[config.mk]
export PLATFORM = sky130hd
export DESIGN_NAME = v_serial_to_parallel_16_flat
export DESIGN_NICKNAME = d
export VERILOG_FILES = /design/src/rtl/v_serial_to_parallel_16_if.sv /design/src/rtl/v_serial_to_parallel_16.sv /design/src/flat_wrapper.sv
export SDC_FILE = /design/constraint.sdc
export NUM_CORES = 1
export LEC_CHECK = 0
export CAP_MARGIN = 30
export CORE_UTILIZATION = 58
export CTS_BUF_LIST = sky130_fd_sc_hd__clkbuf_4
export CTS_CLUSTER_SIZE = 10
export DETAILED_ROUTE_END_ITERATION = 10
export PLACE_DENSITY = 0.86
export SETUP_SLACK_MARGIN = 0.3
export SYNTH_ARGS = -nofsm -noshare
export SYNTH_HDL_FRONTEND = slang
export SYNTH_SLANG_ARGS = --single-unit
[constraint.sdc]
create_clock -name C -period 2.4 [get_ports C]
set_input_delay 0.36 -clock C [delete_from_list [all_inputs] [get_ports C]]
set_output_delay 0.36 -clock C [all_outputs]
set_load 0.005 [all_outputs]
[src/rtl/v_serial_to_parallel_16_if.sv]
// Serial-in / parallel-out handshake bundle for v_serial_to_parallel_16.
// master: serial source plus downstream consumer; slave: the collector.
interface v_serial_to_parallel_16_if;
  logic        SI;
  logic        SV;
  logic        SOF;
  logic        QR;
  logic [15:0] Q;
  logic        QV;
  logic        OVR;

  modport master (output SI, SV, SOF, QR, input Q, QV, OVR);
  modport slave  (input SI, SV, SOF, QR, output Q, QV, OVR);
endinterface

[src/rtl/v_serial_to_parallel_16.sv]
// 16-bit serial-to-parallel collector with SOF framing, single-word output
// holding register, valid/ready handshake and sticky overrun flag.
module v_serial_to_parallel_16 #(
  parameter int          MSB_FIRST = 1,
  parameter logic [15:0] INIT      = 16'hFEDC
) (
  input logic                        C,
  input logic                        R,
  v_serial_to_parallel_16_if.slave   bus
);

  typedef enum logic {IDLE, SHIFT} state_t;

  // Declaration initialisers give the power-up state equal to the reset state.
  state_t      state_q = IDLE;
  state_t      state_d;
  logic [3:0]  cnt_q   = '0;
  logic [3:0]  cnt_d;
  logic [15:0] sr_q    = '0;
  logic [15:0] sr_d;
  logic [15:0] q_q     = INIT;
  logic [15:0] q_d;
  logic        qv_q    = 1'b0;
  logic        qv_d;
  logic        ovr_q   = 1'b0;
  logic        ovr_d;

  logic [15:0] first;
  logic [15:0] shifted;
  logic        done;

  always_comb begin
    first   = (MSB_FIRST != 0) ? {15'b0, bus.SI} : {bus.SI, 15'b0};
    shifted = (MSB_FIRST != 0) ? {sr_q[14:0], bus.SI} : {bus.SI, sr_q[15:1]};

    state_d = state_q;
    cnt_d   = cnt_q;
    sr_d    = sr_q;
    done    = 1'b0;

    case (state_q)
      IDLE: begin
        if (bus.SV && bus.SOF) begin
          sr_d    = first;
          cnt_d   = 4'd1;
          state_d = SHIFT;
        end
      end
      SHIFT: begin
        if (bus.SV) begin
          if (bus.SOF) begin
            // SOF mid-word silently restarts framing on the current bit.
            sr_d  = first;
            cnt_d = 4'd1;
          end else begin
            sr_d  = shifted;
            cnt_d = cnt_q + 4'd1;
            if (cnt_q == 4'd15) begin
              done    = 1'b1;
              cnt_d   = '0;
              state_d = IDLE;
            end
          end
        end
      end
      default: state_d = IDLE;
    endcase

    q_d   = q_q;
    qv_d  = qv_q;
    ovr_d = ovr_q;
    if (done) begin
      // A word finishing while the consumer takes the old one is accepted.
      if (!qv_q || bus.QR) begin
        q_d  = shifted;
        qv_d = 1'b1;
      end else begin
        ovr_d = 1'b1;
      end
    end else if (qv_q && bus.QR) begin
      qv_d = 1'b0;
    end
  end

  always_ff @(posedge C) begin
    if (!R) begin
      state_q <= IDLE;
      cnt_q   <= '0;
      sr_q    <= '0;
      q_q     <= INIT;
      qv_q    <= 1'b0;
      ovr_q   <= 1'b0;
    end else begin
      state_q <= state_d;
      cnt_q   <= cnt_d;
      sr_q    <= sr_d;
      q_q     <= q_d;
      qv_q    <= qv_d;
      ovr_q   <= ovr_d;
    end
  end

  assign bus.Q   = q_q;
  assign bus.QV  = qv_q;
  assign bus.OVR = ovr_q;

endmodule

[src/flat_wrapper.sv]
// flat-port wrapper written by rule: the top's interface ports become plain ports
module v_serial_to_parallel_16_flat 
#(
  parameter int          MSB_FIRST = 1,
  parameter logic [15:0] INIT      = 16'hFEDC
)
  (C, R, bus_SI, bus_SV, bus_SOF, bus_QR, bus_Q, bus_QV, bus_OVR);
  v_serial_to_parallel_16_if bus_i ();
  input logic C;
  input logic R;
  input wire logic [$bits(bus_i.SI)-1:0] bus_SI;
  input wire logic [$bits(bus_i.SV)-1:0] bus_SV;
  input wire logic [$bits(bus_i.SOF)-1:0] bus_SOF;
  input wire logic [$bits(bus_i.QR)-1:0] bus_QR;
  output wire logic [$bits(bus_i.Q)-1:0] bus_Q;
  output wire logic [$bits(bus_i.QV)-1:0] bus_QV;
  output wire logic [$bits(bus_i.OVR)-1:0] bus_OVR;
  assign bus_i.SI = bus_SI;
  assign bus_i.SV = bus_SV;
  assign bus_i.SOF = bus_SOF;
  assign bus_i.QR = bus_QR;
  assign bus_Q = bus_i.Q;
  assign bus_QV = bus_i.QV;
  assign bus_OVR = bus_i.OVR;
  v_serial_to_parallel_16 #(.MSB_FIRST(MSB_FIRST), .INIT(INIT)) u_core (.C(C), .R(R), .bus(bus_i));
endmodule
After elaboration in Yosys (flattened, before gate mapping)
Index checks and enable logic that the tools add are counted.
Cells by class
  multiplexer cells: 21
  reductions and logical operators: 9
  $mul: 0
  shifts and indexed selects: 0
  order comparisons: 0
  div/mod/pow operators: 0
  bitwise logic cells: 2
  add/subtract/negate cells: 1
  equality and inequality tests: 4
Operator list (count)
  15-bit two-way mux: 3
  15-bit one-hot mux with 2 select lines: 1
  4-bit two-way mux: 4
  1-bit two-way mux: 11
  4-bit one-hot mux with 2 select lines: 1
  2-bit AND reduction: 4
  4-bit by 1-bit adder with 4-bit output (second input constant): 1
  4-bit equality test (second input constant): 1
  2-bit inequality test (second input constant): 2
  1-bit logical AND: 2
  2-bit by 1-bit inequality test with 1-bit output (second input constant): 1
  1-bit inverter: 2
  1-bit one-hot mux with 2 select lines: 1
  2-bit nonzero test: 1
  1-bit logical NOT: 1
  1-bit logical OR: 1
Storage, ports and cells
  logic and storage cells: 43
  register bits: 38
  bits in latches: 0
  output and inout port bits: 18
  memories: 0
  memory bits (writable): 0
  input bits: 6
  ROM bits: 0

Longest topological paths before layout
Gate-level depths: netlist of the first run.
  word-level depth: 7
  mapped depth: 5
  mapped depth without buffers: 4

Least setup slack after synthesis of the first run
OpenSTA, ideal clock, no wires.
  path kind: register -> register
  start point: register u_core.cnt_q[0]
  end point: register u_core.q_q[13], in the netlist u_core.bus.Q[13]
  stages on the path, launching flop included: 6
  arrival: 1451 ps
  setup time: 120 ps
  path slack: 829 ps
  clock period less this slack: 1571 ps
  data required time: 2280 ps
  cells stage by stage: dfxtp_1 > ha_1 > nand4b_4 > buf_6 > o31a_1 > a211o_1
On the way
  cells in the longest elaborated chain, start to end: 6
Ends and longest elaborated chain
  start, declared: line v_serial_to_parallel_16.sv:17  | logic [3:0] cnt_q = '0;
  start signal, assigned: line v_serial_to_parallel_16.sv:95  | cnt_q <= cnt_d;
  4-bit equality test: line v_serial_to_parallel_16.sv:58  | if (cnt_q == 4'd15) begin
  1-bit two-way mux: line v_serial_to_parallel_16.sv:58
  1-bit two-way mux: line v_serial_to_parallel_16.sv:51  | if (bus.SOF) begin
  1-bit two-way mux: line v_serial_to_parallel_16.sv:50  | if (bus.SV) begin
  1-bit two-way mux: line v_serial_to_parallel_16.sv:41  | case (state_q)
  2-bit AND reduction (no line)
  end signal, assigned: line v_serial_to_parallel_16.sv:97  | q_q <= q_d;
  end, declared: line v_serial_to_parallel_16.sv:21  | logic [15:0] q_q = INIT;
Every way passes these cells.
A chain may end at the register's enable or synchronous reset.

Worst setup path after layout of the first run
  start point: register u_core.cnt_q[0]
  end point: register u_core.q_q[14], in the netlist u_core.bus.Q[14]
The elaborated chain is that of the path after synthesis.

==> key figures, run 1 <==
Power
  • Leak: 0.642 nW
  • Cell area power density: 559 nW/um^2
  • Peak VDD IR: 529 uV
  • Tot Pwr: 1.01 mW

Layout
  • FF+latch area: 761 sq um
  • Final nets: 179
  • Fill cells: 159
  • Post-Route Utilization: 0.784
  • Multi-input gate area: 654 sq um
  • Area delta synth->final: 21.8%
  • Ant diodes: 0
  • Share of cells above drive strength 1: 0.104

Drt
  • Antenna viol nets, final: 0
  • Final wirelength: 3070 um
  • DR DRC count: 0
  • 1st-pass router iterations: 4
  • DR WL/cell: 15.3 um
  • Vias: 1205
  • Post-DR vias/cell: 6.00
  • DR iter-0 viols: 36

Critical path
  • WS Path Type: reg -> reg
  • RR Startpoint: u_core.cnt_q[0]
  • CP Capture Type: flop
  • Slowest CP cell: dfxtp_1
  • Reg-to-Reg End: u_core.bus.Q[14]
  • R2R depth: 4
  • CP peak stage delay: 400 ps
  • Crit path launch type: flop
  • Critical path peak fanout: 16
  • CP Data Arrival Time: 1990 ps
  • Delay-heaviest family, CP: compound AO/OA/AOI/OAI gates
  • Worst EP required: 2630 ps
  • Cells along the critical path: ha_1, nand4b_4, o31a_1, a211o_1
  • CP bufs+invs: 0
  • Slack of the worst reg-to-reg path: 650 ps

Clock tree
  • Post-CTS setup buffers: 0
  • Gates resized, CTS repair: 0
  • Post-CTS Hold Fix Bufs: 0
  • Root Buffer: clkbuf_4
  • Clk slew on worst S/H paths: 110 ps
  • CTS tree: built
  • H-tree depth: 2
  • Clk sink count: 38
  • CTS buffer count: 5
  • Skew-Pair Late Insertion Delay: 340 ps
  • Max clock buf depth: 2

Timing
  • Final Setup Violations: 0
  • Final period utilization: 0.731
  • Final number of hold-violating endpoints: 0
  • Worst rel slew slack: 0.370
  • RSZ-0062 raised after global routing: false
  • Clock skew: 5.71 ps
  • Minimum clock period: 1750 ps
  • Max Slew Vio Count: 0
  • Worst slew pin tran: 943 ps
  • Fin Setup TNS: 0 ps
  • Fmax: 570 MHz

Die
  • Chip Width: 52.5 um
  • Initial core utilization: 0.644
  • Core area: 2300 sq um
  • # IOs: 24
  • Die ar.: 2760 sq um
  • Row count: 17
  • Vert. Die Dim: 52.5 um

Worst hold path
  • Hold EP: u_core.bus.Q[5]
  • Hold Crit Class: reg -> reg
  • Hold Startpoint: u_core.bus.Q[5]
  • Worst Hold Depth: 2

Logic synthesis
  • Register bit total from synthesis: 38
  • Synth Area in Simple Gates: 0.129
  • Largest family of logic cells by synthesized area: compound AO/OA/AOI/OAI gates
  • Distinct cell type count after synthesis: 26
  • Post-synthesis compound-gate area fraction: 0.264
  • Post-Synth Adder-Cell Area: 0.00846
  • Syn avg cell area: 10.2 sq um
  • Mux cell area share after synthesis: 0.0415
  • Mapped Area: 1480 sq um
  • Synth Area in XOR/XNOR: 0
  • Yosys warnings: 0
  • Register area share after synthesis: 0.514
  • Synth Instances: 145
  • Mapped Nets: 152

Global routing
  • All-layer global routing usage: 0.256
  • Antenna violations before repair: 0
  • Gr busiest metal: met2
  • Largest net degree at the start of global routing: 33
  • Met1 usage: 0.298
  • Wire length of the first global-routing pass: 5050 um
  • Overflow after GRT: 0
  • GR Util met3: 0.0812
  • M2 GR Usage: 0.424
  • Vias in the first global route: 1150

Placement
  • Port-buffer cells: 23
  • Placer congestion estimate: 0.786
  • Post-detail-place hpwl: 2070 um

Flow run
  • Maxcap violations: 0

Run status
  • Outcome: finished, final reports clean
==> per-layer routing <==
metal	wire (um)	part of all wire
met4	43	0.014
met3	155	0.051
met1	1390	0.45
met2	1480	0.48
met5	0	0
==> layout make-up <==
cell class	instances	share of cell area
Clock buffer	6	0.0250
Clock inverter	2	0.00486
Timing Repair Buffer	31	0.161
Multi-Input combinational cell	94	0.363
Sequential cell	38	0.422
Tap cell	28	0.0194
Inverter	2	0.00417
==> metrics by stage <==
stage                     hold WS [ps]  cells  worst slack, ps  cell area, sq um
final                              469    201              645              1800
after global routing               505    201              540              1800
after CTS                          471    201              665              1800
after detailed placement           450    193              334              1750
after global placement             444    193              387              1750
after floorplan                    436    145              829              1480
==> how the worst max path moves through the flow <==
stage	from	end	slack [ps]	depth (start not counted)
finish	u_core.cnt_q[0]	u_core.bus.Q[14]	650	4
global placement	bus_SOF	u_core.sr_q[0]	390	5
floorplan	u_core.cnt_q[0]	u_core.bus.Q[13]	830	5
global route	u_core.cnt_q[0]	u_core.bus.Q[0]	540	5
CTS	u_core.cnt_q[0]	u_core.bus.Q[2]	660	4
detailed placement	bus_SV	u_core.bus.Q[2]	330	4
==> sequential cells by signal, indices dropped and copies added, names as in the netlist <==
signal / count
u_core.bus.Q: 16
u_core.sr_q: 15
u_core.cnt_q: 4
u_core.bus.OVR: 1
u_core.bus.QV: 1
u_core.state_q: 1
==> cells in the final DEF, fill, tap and decap left out, types with 2 or more instances in the layout <==
| master | count |
|---|---|
| dfxtp_1 | 38 |
| clkdlybuf4s50_1 | 23 |
| nor2_1 | 19 |
| a22oi_1 | 16 |
| nand2_1 | 12 |
| o31a_1 | 12 |
| a211o_1 | 12 |
| buf_4 | 8 |
| clkbuf_4 | 6 |
| mux2i_1 | 5 |
| a21oi_1 | 4 |
| inv_1 | 2 |
| o21a_1 | 2 |
==> cells by family (layout without fill, tap and decap cells) <==
group | count (synthesis) | after routing
AO/OA/AOI/OAI | 50 | 50
flip-flops | 38 | 38
AND/OR/NAND/NOR | 37 | 37
buffers and inverters | 13 | 41
multiplexers | 6 | 6
adder cells (fa/ha/maj) | 1 | 1
==> tightest hold or removal path, stage by stage (launching register included) <==
cell,delay [ps]
dfxtp_1,330
nand2_1,50
mux2i_1,50
==> power by group <==
part | switching (mW) | internal [mW] | leakage, nW
clock | 0.203 | 0.121 | 0.0331
combinational | 0.0256 | 0.0182 | 0.302
sequential | 0.00450 | 0.634 | 0.307
total | 0.233 | 0.774 | 0.642
==> Yosys cell counts, drive strengths merged <==
cell type	instances	area [sq um]
a22oi	16	120
and4b	1	10.0
a211o	12	105
mux2	1	11.3
and3b	1	8.76
mux2i	5	50.1
nand4b	1	23.8
nor4b	1	8.76
clkbuf	6	22.5
o31a	12	105
nor3	1	16.3
nor2b	1	6.26
ha	1	12.5
nor2	19	71.3
buf	5	33.8
dfxtp	38	761
inv	2	7.51
o211ai	1	7.51
nand2	12	45.0
a21oi	4	20.0
a211oi	1	7.51
o21ai	2	10.0
o21a	2	15.0
Note: power is estimated with default switching activity, not from simulation.
==> run 2, diff against run 1 <==
Settings changed: CORE_ASPECT_RATIO set to 0.5, CORE_UTILIZATION 58 to 54, PLACE_DENSITY 0.86 to 0.81.
Clock period 2.4 ns to 1.69 ns, I/O delays scaled along.
==> run 2 against run 1 <==
  * Count of clock-buffer cells in the layout down 1
  * Setup slack worse by 420 ps
  * Critical path type unchanged
  * Global-route usage down 0.51 points
  * Sequential cell count unchanged
  * Cell area up 9.2%
  * First-iteration DRC count up 94%
  * Total power up 43%
  * Via count up 7.1%
==> key figures, run 2 (synthesis gave the netlist of run 1 again) <==
Drt
  • Final wirelength: 3690 um
  • Antenna viol nets, final: 0
  • Vias: 1290
  • DR iter-0 viols: 70
  • DR WL/cell: 16.7 um
  • DR DRC count: 0
  • Post-DR vias/cell: 5.84
  • 1st-pass router iterations: 5

Worst hold path
  • Worst Hold Depth: 2
  • Hold Crit Class: reg -> reg
  • Hold Startpoint: u_core.bus.Q[5]
  • Hold EP: u_core.bus.Q[5]

Critical path
  • Reg-to-Reg End: u_core.bus.Q[3]
  • RR Startpoint: u_core.cnt_q[0]
  • R2R depth: 4
  • CP startpoint: u_core.cnt_q[0]
  • CP Data Arrival Time: 1690 ps
  • Slack of the worst reg-to-reg path: 230 ps
  • WS Path Type: reg -> reg
  • CP peak stage delay: 380 ps
  • Slowest CP cell: dfxtp_4
  • CP Capture Type: flop
  • Critical path peak fanout: 7
  • Crit path launch type: flop
  • Worst EP required: 1920 ps
  • Cells along the critical path: ha_4, nand4b_2, o31a_1, a211o_1

Global routing
  • Wire length of the first global-routing pass: 5290 um
  • Vias in the first global route: 1042
  • Overflow after GRT: 0
  • All-layer global routing usage: 0.251
  • Largest net degree at the start of global routing: 17
  • Antenna violations before repair: 0

Timing
  • Clock skew: 7.63 ps
  • Fmax: 684 MHz
  • RSZ-0062 raised after global routing: true
  • Final period utilization: 0.865
  • Final number of hold-violating endpoints: 0
  • Final Setup Violations: 0
  • Worst rel slew slack: 0.771
  • Max Slew Vio Count: 0
  • Minimum clock period: 1460 ps
  • Worst slew pin tran: 343 ps

Die
  • Chip Width: 76.0 um
  • # IOs: 24
  • Initial core utilization: 0.616
  • Vert. Die Dim: 39.0 um
  • Row count: 12
  • Die ar.: 2960 sq um
  • Core area: 2400 sq um

Layout
  • Area delta synth->final: 33.1%
  • Leading cell type in the layout, fill and taps excluded: dfxtp_1
  • Final non-filler cell total: 221
  • Fill cells: 156
  • Post-route cell area: 1970 sq um
  • Ant diodes: 0
  • Most frequent cells in the layout: dfxtp_1 (21), nor2_1 (19), dlygate4sd2_1 (18)
  • Final nets: 192
  • Post-Route Utilization: 0.819
  • Max reg flops: 16
  • Share of cells above drive strength 1: 0.274

Power
  • Cell area power density: 729 nW/um^2
  • Leak: 0.744 nW
  • Tot Pwr: 1.43 mW
  • Peak VDD IR: 616 uV

Flow run
  • Maxcap violations: 0

Placement
  • Placed insts: 207
  • Post-detail-place hpwl: 2100 um
  • Port-buffer cells: 23
  • Placer congestion estimate: 0.749
  • Placed Area: 1850 sq um

Run status
  • Outcome: finished, final reports clean

Clock tree
  • Clk sink count: 38
  • Clk slew on worst S/H paths: 110 ps
  • Root Buffer: clkbuf_4
  • CTS tree: built
  • Max clock buf depth: 2
  • CTS buffer count: 5
  • Skew-Pair Late Insertion Delay: 340 ps
  • H-tree depth: 2
==> run 2: report_power, final <==
part | internal [mW] | switching [mW] | leakage, nW
clock network | 0.148 | 0.287 | 0.0277
logic | 0.0425 | 0.0497 | 0.409
registers | 0.899 | 0.00822 | 0.308
==> run 2: metrics by stage <==
stage | setup WS, ps | setup TNS (ps) | hold WS (ps)
2_1_floorplan | 316 | 0 | 390
3_3_place_gp | -78.7 | -428 | 443
3_5_place_dp | -85.0 | -551 | 452
4_1_cts | 259 | 0 | 463
5_1_grt | 196 | 0 | 487
6_report | 228 | 0 | 463
==> run 2: layout make-up <==
cell class                 count  area [sq um]  area share
multi-input combinational     95           697       0.354
tap                           35          43.8      0.0223
sequential                    38           787       0.400
clock buffer                   5          37.5      0.0191
clock inverter                 3          11.3     0.00572
timing repair buffer          43           384       0.195
inverter                       2          7.51     0.00381
==> run 2: how the worst max path moves through the flow <==
stage                             endpoint  cells past startpoint
after floorplan           u_core.bus.Q[13]                      5
after global placement    u_core.bus.Q[10]                      4
after detailed placement  u_core.bus.Q[11]                      4
after CTS                 u_core.bus.Q[11]                      4
after global routing       u_core.bus.Q[0]                      5
final                      u_core.bus.Q[3]                      4
==> run 2: timing repair <==
item | 4_1_cts | 5_1_grt
hold buffers | 0 | 0
resized for setup | 34 | 6
buffers inserted | 4 | 0
cloned | 1 | 1
endpoints found under the setup margin | 35 | 34
pin swaps | 6 | 3
==> run 2: worst max-delay path: cells and delay by family (launching register included) <==
kind	cells	cell delay, ps
DFF	1	380
AOI/OAI and AO/OA	2	560
and+or+nand+nor	1	230
adders and majority gates	1	170
==> run 2: routing by layer <==
| metal | up-vias | routed length (um) | global-route usage | share of wire |
|---|---|---|---|---|
| li1 | 627 | - | - | - |
| met1 | 618 | 1790 | 0.325 | 0.48 |
| met2 | 35 | 1610 | 0.395 | 0.44 |
| met3 | 10 | 214 | 0.0635 | 0.058 |
| met4 | 0 | 79 | 0.139 | 0.021 |
| met5 | - | 0 | 0 | 0 |
==> run 3, diff against run 2 <==
Settings changed: CORE_UTILIZATION 54 to 49, GPL_ROUTABILITY_DRIVEN set to 0, HOLD_SLACK_MARGIN set to 0.1, PLACE_DENSITY 0.81 to 0.77.
Clock period 1.69 ns to 1.3 ns, I/O delays scaled along.
==> run 3 against run 2 <==
  * The run now ends with setup timing left
  * Fmax rose by 1.3%
  * Largest power group unchanged
  * Final cell count increased by 5.9%
  * Combinational power increased by 120%
  * Via count increased by 5.5%
  * Global-route usage is 2.8 points higher
  * Die area rose by 9.8%
==> key figures, run 3 (synthesis gave the netlist of run 1 again) <==
Critical path
  • CP bufs+invs: 1
  • CP peak stage delay: 370 ps
  • Delay-heaviest family, CP: simple AND/OR/NAND/NOR gates
  • WS Path Type: reg -> reg
  • Cells along the critical path: ha_4, nand4b_4, nor3_4, buf_12, mux2i_1
  • RR Startpoint: u_core.cnt_q[1]
  • Critical path peak fanout: 16
  • CP Data Arrival Time: 1710 ps
  • CP Capture Type: flop
  • Slack of the worst reg-to-reg path: -140 ps
  • R2R depth: 5
  • Worst EP required: 1570 ps
  • Crit path launch type: flop
  • Reg-to-Reg End: u_core.bus.Q[8]
  • Slowest CP cell: dfxtp_2

Clock tree
  • Clk slew on worst S/H paths: 120 ps
  • CTS tree: built
  • Max clock buf depth: 2
  • Root Buffer: clkbuf_4
  • CTS buffer count: 5
  • Clk sink count: 38
  • Skew-Pair Late Insertion Delay: 350 ps
  • H-tree depth: 2

Worst hold path
  • Hold EP: u_core.state_q
  • Hold Crit Class: in -> reg
  • Worst Hold Depth: 4
  • Hold Startpoint: bus_SOF

Run status
  • Outcome: finished with violations
  • Failing checks: setup timing

Drt
  • DR DRC count: 0
  • Vias: 1361
  • 1st-pass router iterations: 4
  • Top Metal Used: met4
  • M1 wire length: 1800 um
  • DR WL met2: 2060 um
  • Final wirelength: 4170 um
  • Antenna viol nets, final: 0
  • DR WL/cell: 17.8 um
  • Post-DR vias/cell: 5.82
  • Met3 wire length: 243 um
  • DR iter-0 viols: 77

Timing
  • Final number of hold-violating endpoints: 0
  • Final period utilization: 1.11
  • Fin Setup TNS: -1570 ps
  • Max Slew Vio Count: 0
  • Worst rel slew slack: 0.746
  • RSZ-0062 raised after global routing: true
  • Final Setup Violations: 18
  • Worst setup margin: -144 ps
  • Fmax: 693 MHz
  • Worst slew pin tran: 379 ps
  • Minimum clock period: 1440 ps
  • Clock skew: 15.2 ps
  • Hold WS: 435 ps

Placement
  • Placed Area: 1960 sq um
  • Pre-CTS setup slack: -400 ps
  • Port-buffer cells: 23
  • Post-detail-place hpwl: 2290 um

Power
  • Cell area power density: 874 nW/um^2
  • Leak: 0.879 nW
  • Peak VDD IR: 716 uV

Layout
  • Post-Route Utilization: 0.830
  • Ant diodes: 0
  • Fill cells: 141
  • Leading cell type in the layout, fill and taps excluded: dfxtp_2
  • Final nets: 203
  • Share of cells above drive strength 1: 0.538
  • Max reg flops: 16
  • Most frequent cells in the layout: dfxtp_2 (20), nor2_1 (18), buf_6 (18)
  • Area delta synth->final: 53.4%
  • Post-route cell area: 2270 sq um

Die
  • Die ar.: 3260 sq um
  • Row count: 13
  • Core area: 2730 sq um
  • Initial core utilization: 0.541
  • # IOs: 24
  • Vert. Die Dim: 40.8 um
  • Chip Width: 79.7 um

Global routing
  • Overflow after GRT: 0
  • Vias in the first global route: 1281
  • Wire length of the first global-routing pass: 6340 um
  • Largest net degree at the start of global routing: 23
  • All-layer global routing usage: 0.279
  • Antenna violations before repair: 0

Flow run
  • Maxcap violations: 0
run 3: routing by layer:
layer,up-vias,global-route usage
li1,648,-
met1,659,0.321
met3,10,0.102
met2,44,0.498
met4,0,0.105
met5,-,0
run 3: report_power, final:
group | internal, mW | switching (mW) | leakage [nW] | total, mW
Combinational | 0.110 | 0.0948 | 0.545 | 0.204
Clock | 0.201 | 0.397 | 0.0286 | 0.598
Sequential | 1.17 | 0.00938 | 0.306 | 1.18
Total | 1.48 | 0.501 | 0.879 | 1.98
run 3: cell type report:
cell class | instances | area, sq um | area share
repair buffers | 54 | 563 | 0.248
inverters | 2 | 7.51 | 0.00331
flip-flops and latches | 38 | 790 | 0.348
well taps | 37 | 46.3 | 0.0204
multi-input cells | 95 | 808 | 0.356
clock inverters | 3 | 16.3 | 0.00717
clock buffers | 5 | 37.5 | 0.0165
run 3: worst reg2reg max path, delay by kind of cell, from the launching register on:
family	cells	cell delay, ps
flip-flops	1	370
buffers and inverters	1	190
AND/OR/NAND/NOR	2	430
adder cells (fa/ha/maj)	1	180
multiplexers	1	200
run 3: what timing repair did:
action | CTS | global route
hold buffers | 0 | 0
endpoints found under the setup margin | 56 | 56
setup buffers | 8 | 3
resized for setup | 109 | 16
cloned | 3 | 0
pin swaps | 12 | 9
run 3: how the worst max path moves through the flow:
stage	slack (ps)	cells after the start	start	endpoint
floorplan	-70	5	u_core.cnt_q[1]	u_core.bus.Q[13]
global placement	-360	4	bus_SV	u_core.bus.Q[11]
detailed placement	-400	4	bus_SV	u_core.bus.Q[12]
CTS	-120	4	u_core.cnt_q[1]	u_core.bus.Q[12]
global route	-210	5	u_core.cnt_q[1]	u_core.bus.Q[1]
finish	-140	5	u_core.cnt_q[1]	u_core.bus.Q[8]
run 3: stage by stage:
stage | std cells | power (mW)
floorplan | 145 | 1.27
global placement | 212 | 1.33
detailed placement | 212 | 1.33
CTS | 231 | 1.97
global route | 234 | 2.08
finish | 234 | 1.98
==> edit, RTL diff (flow settings as in run 3) <==
Register the input `R` before use, without a reset. The logic sees it one clock later. The other inputs are not delayed to match.
--- a/src/rtl/v_serial_to_parallel_16.sv
+++ b/src/rtl/v_serial_to_parallel_16.sv
@@ -12,2 +12,8 @@
   typedef enum logic {IDLE, SHIFT} state_t;
+
+  logic R_q;
+
+  always_ff @(posedge C) begin
+    R_q <= R;
+  end
 
@@ -85,3 +91,3 @@
   always_ff @(posedge C) begin
-    if (!R) begin
+    if (!R_q) begin
       state_q <= IDLE;
Function: no difference found for any inputs over 10 cycles, from zero or initial values; that may be too few to reach the edited logic, so the function may still have changed.
==> edit against run 3 <==
Wire length down 16%; clock skew down 7.2 ps; critical path depth did not move; die area up 10%; synthesized area rose by 11%; synthesized cell count up 8.3%; global-route usage decreased by 7.0 points; sequential cell count is 1 higher; worst setup slack improved by 130 ps; power is 2.2% higher; count of clock-buffer cells in the layout grew 1; utilization decreased by 8.7 points; highest routed layer unchanged; clock power is 1% higher; design area increased by 0.94%; the run still ends with setup timing left.
==> edit: results (changes against run 3) <==
* Finish-stage setup viols at 10 (-8)
* P_leak at 0.7970 nW (-9.3%)
* M1 GR Usage at 26.39% (-5.7 points)
* Critical Path AT at 1580 ps (-130 ps)
* Number of global-route vias before repair at 1260 (-1.6%)
* Setup ws final at -16.24 ps (+127.4 ps)
* M2 GR Usage at 34.80% (-15 points)
* Port bufs at 23 (unchanged)
* Post-synth top cells: nor2b_1 (41), dfxtp_1 (39), mux2i_1 (18), a22oi_1 (17), nand2_1 (8)
* Post-DP HPWL at 1.909 mm (-17%)
* GRT Total Usage at 20.85% (-7.0 points)
* Root buf cell: clkbuf_4
* Syn_nets at 164 (+7.9%)
* Peak VDD IR at 0.0005978 V (-17%)
* Vias per cell at 5.211 (-10%)
* WL final at 3.491 mm (-16%)
* WL met3 at 118 um (-51%)
* Largest net degree at the start of global routing at 55 (+140%)
* Failing checks: setup timing
* Largest cells by area after synthesis: dfxtp_1 (48%), nor2b_1 (16%), mux2i_1 (11%)
* Nets at 208 (+2.5%)
* Metal-1 WL at 1.735 mm (-3.8%)
* Post-synthesis cell type count at 28 (+7.7%)
* Post-DP Area at 2085 sq um (+6.1%)
* Setup crit end: u_core.bus.Q[3]
* Min-delay src: R
* Met2 WL at 1.613 mm (-22%)
* Fin Clk Skew at 8.015 ps (-7.150 ps)
* Met3 GRT Util at 6.420% (-3.8 points)
* # fillers at 220 (+56%)
* Sequential-to-total area share from yosys stat at 47.71% (-3.7 points)
* Global-route wire length before repair at 5.671 mm (-11%)
* Outcome: finished with violations
* CTS buffer count at 5 (unchanged)
* Initial DRC Count at 54 (-30%)
* Pwr Density at 884.9 nW/um^2 (+1.3%)
* Worst Tran Pin Value at 296.5 ps (-82.97 ps)
[edit: stage by stage]
| step | cells | TNS, ps | setup WS, ps |
|---|---|---|---|
| finish | 242 | -89.01 | -16.24 |
| floorplan | 157 | -1338 | -133.8 |
| global placement | 221 | -8727 | -264.4 |
| CTS | 241 | -170.8 | -26.39 |
| global route | 242 | -1405 | -123.4 |
| detailed placement | 221 | -10310 | -319.9 |
[edit: where the power goes]
group,internal [mW],switching [mW],leakage (nW)
Combinational,0.120,0.0900,0.452
Clock,0.222,0.382,0.0307
Sequential,1.20,0.0101,0.314
[edit: what timing repair did]
action / CTS / global route
pin swaps: 10 / 4
endpoints found under the setup margin: 56 / 55
buffers inserted: 10 / 1
gates resized for setup: 105 / 6
cloned: 2 / 0
[edit: worst min-delay path by stage]
stage                       to  slack, ps  cells after the start
2_1_floorplan       u_core.R_q        220                      0
3_3_place_gp   u_core.bus.Q[1]        440                      2
3_5_place_dp   u_core.bus.Q[1]        450                      2
4_1_cts             u_core.R_q        280                      1
5_1_grt             u_core.R_q        270                      1
6_report            u_core.R_q        300                      1
[edit: logic make-up (layout without fill, tap and decap cells)]
group / after synthesis / after routing / synth area share [%]
buffers and inverters: 13 / 58 / 4.893
AO/OA/AOI/OAI: 26 / 26 / 11.62
adder cells (fa/ha/maj): 1 / 1 / 0.7644
multiplexers: 18 / 18 / 11.01
AND/OR/NAND/NOR: 60 / 60 / 24.01
flip-flops: 39 / 39 / 47.71
[edit: area by class of cell]
| class | count | area share [%] |
|---|---|---|
| Clock buffer | 6 | 1.967 |
| Multi-Input combinational cell | 105 | 39.73 |
| Sequential cell | 39 | 35.36 |
| Inverter | 3 | 0.4918 |
| Tap cell | 40 | 2.186 |
| Timing Repair Buffer | 47 | 19.95 |
| Clock inverter | 2 | 0.3279 |
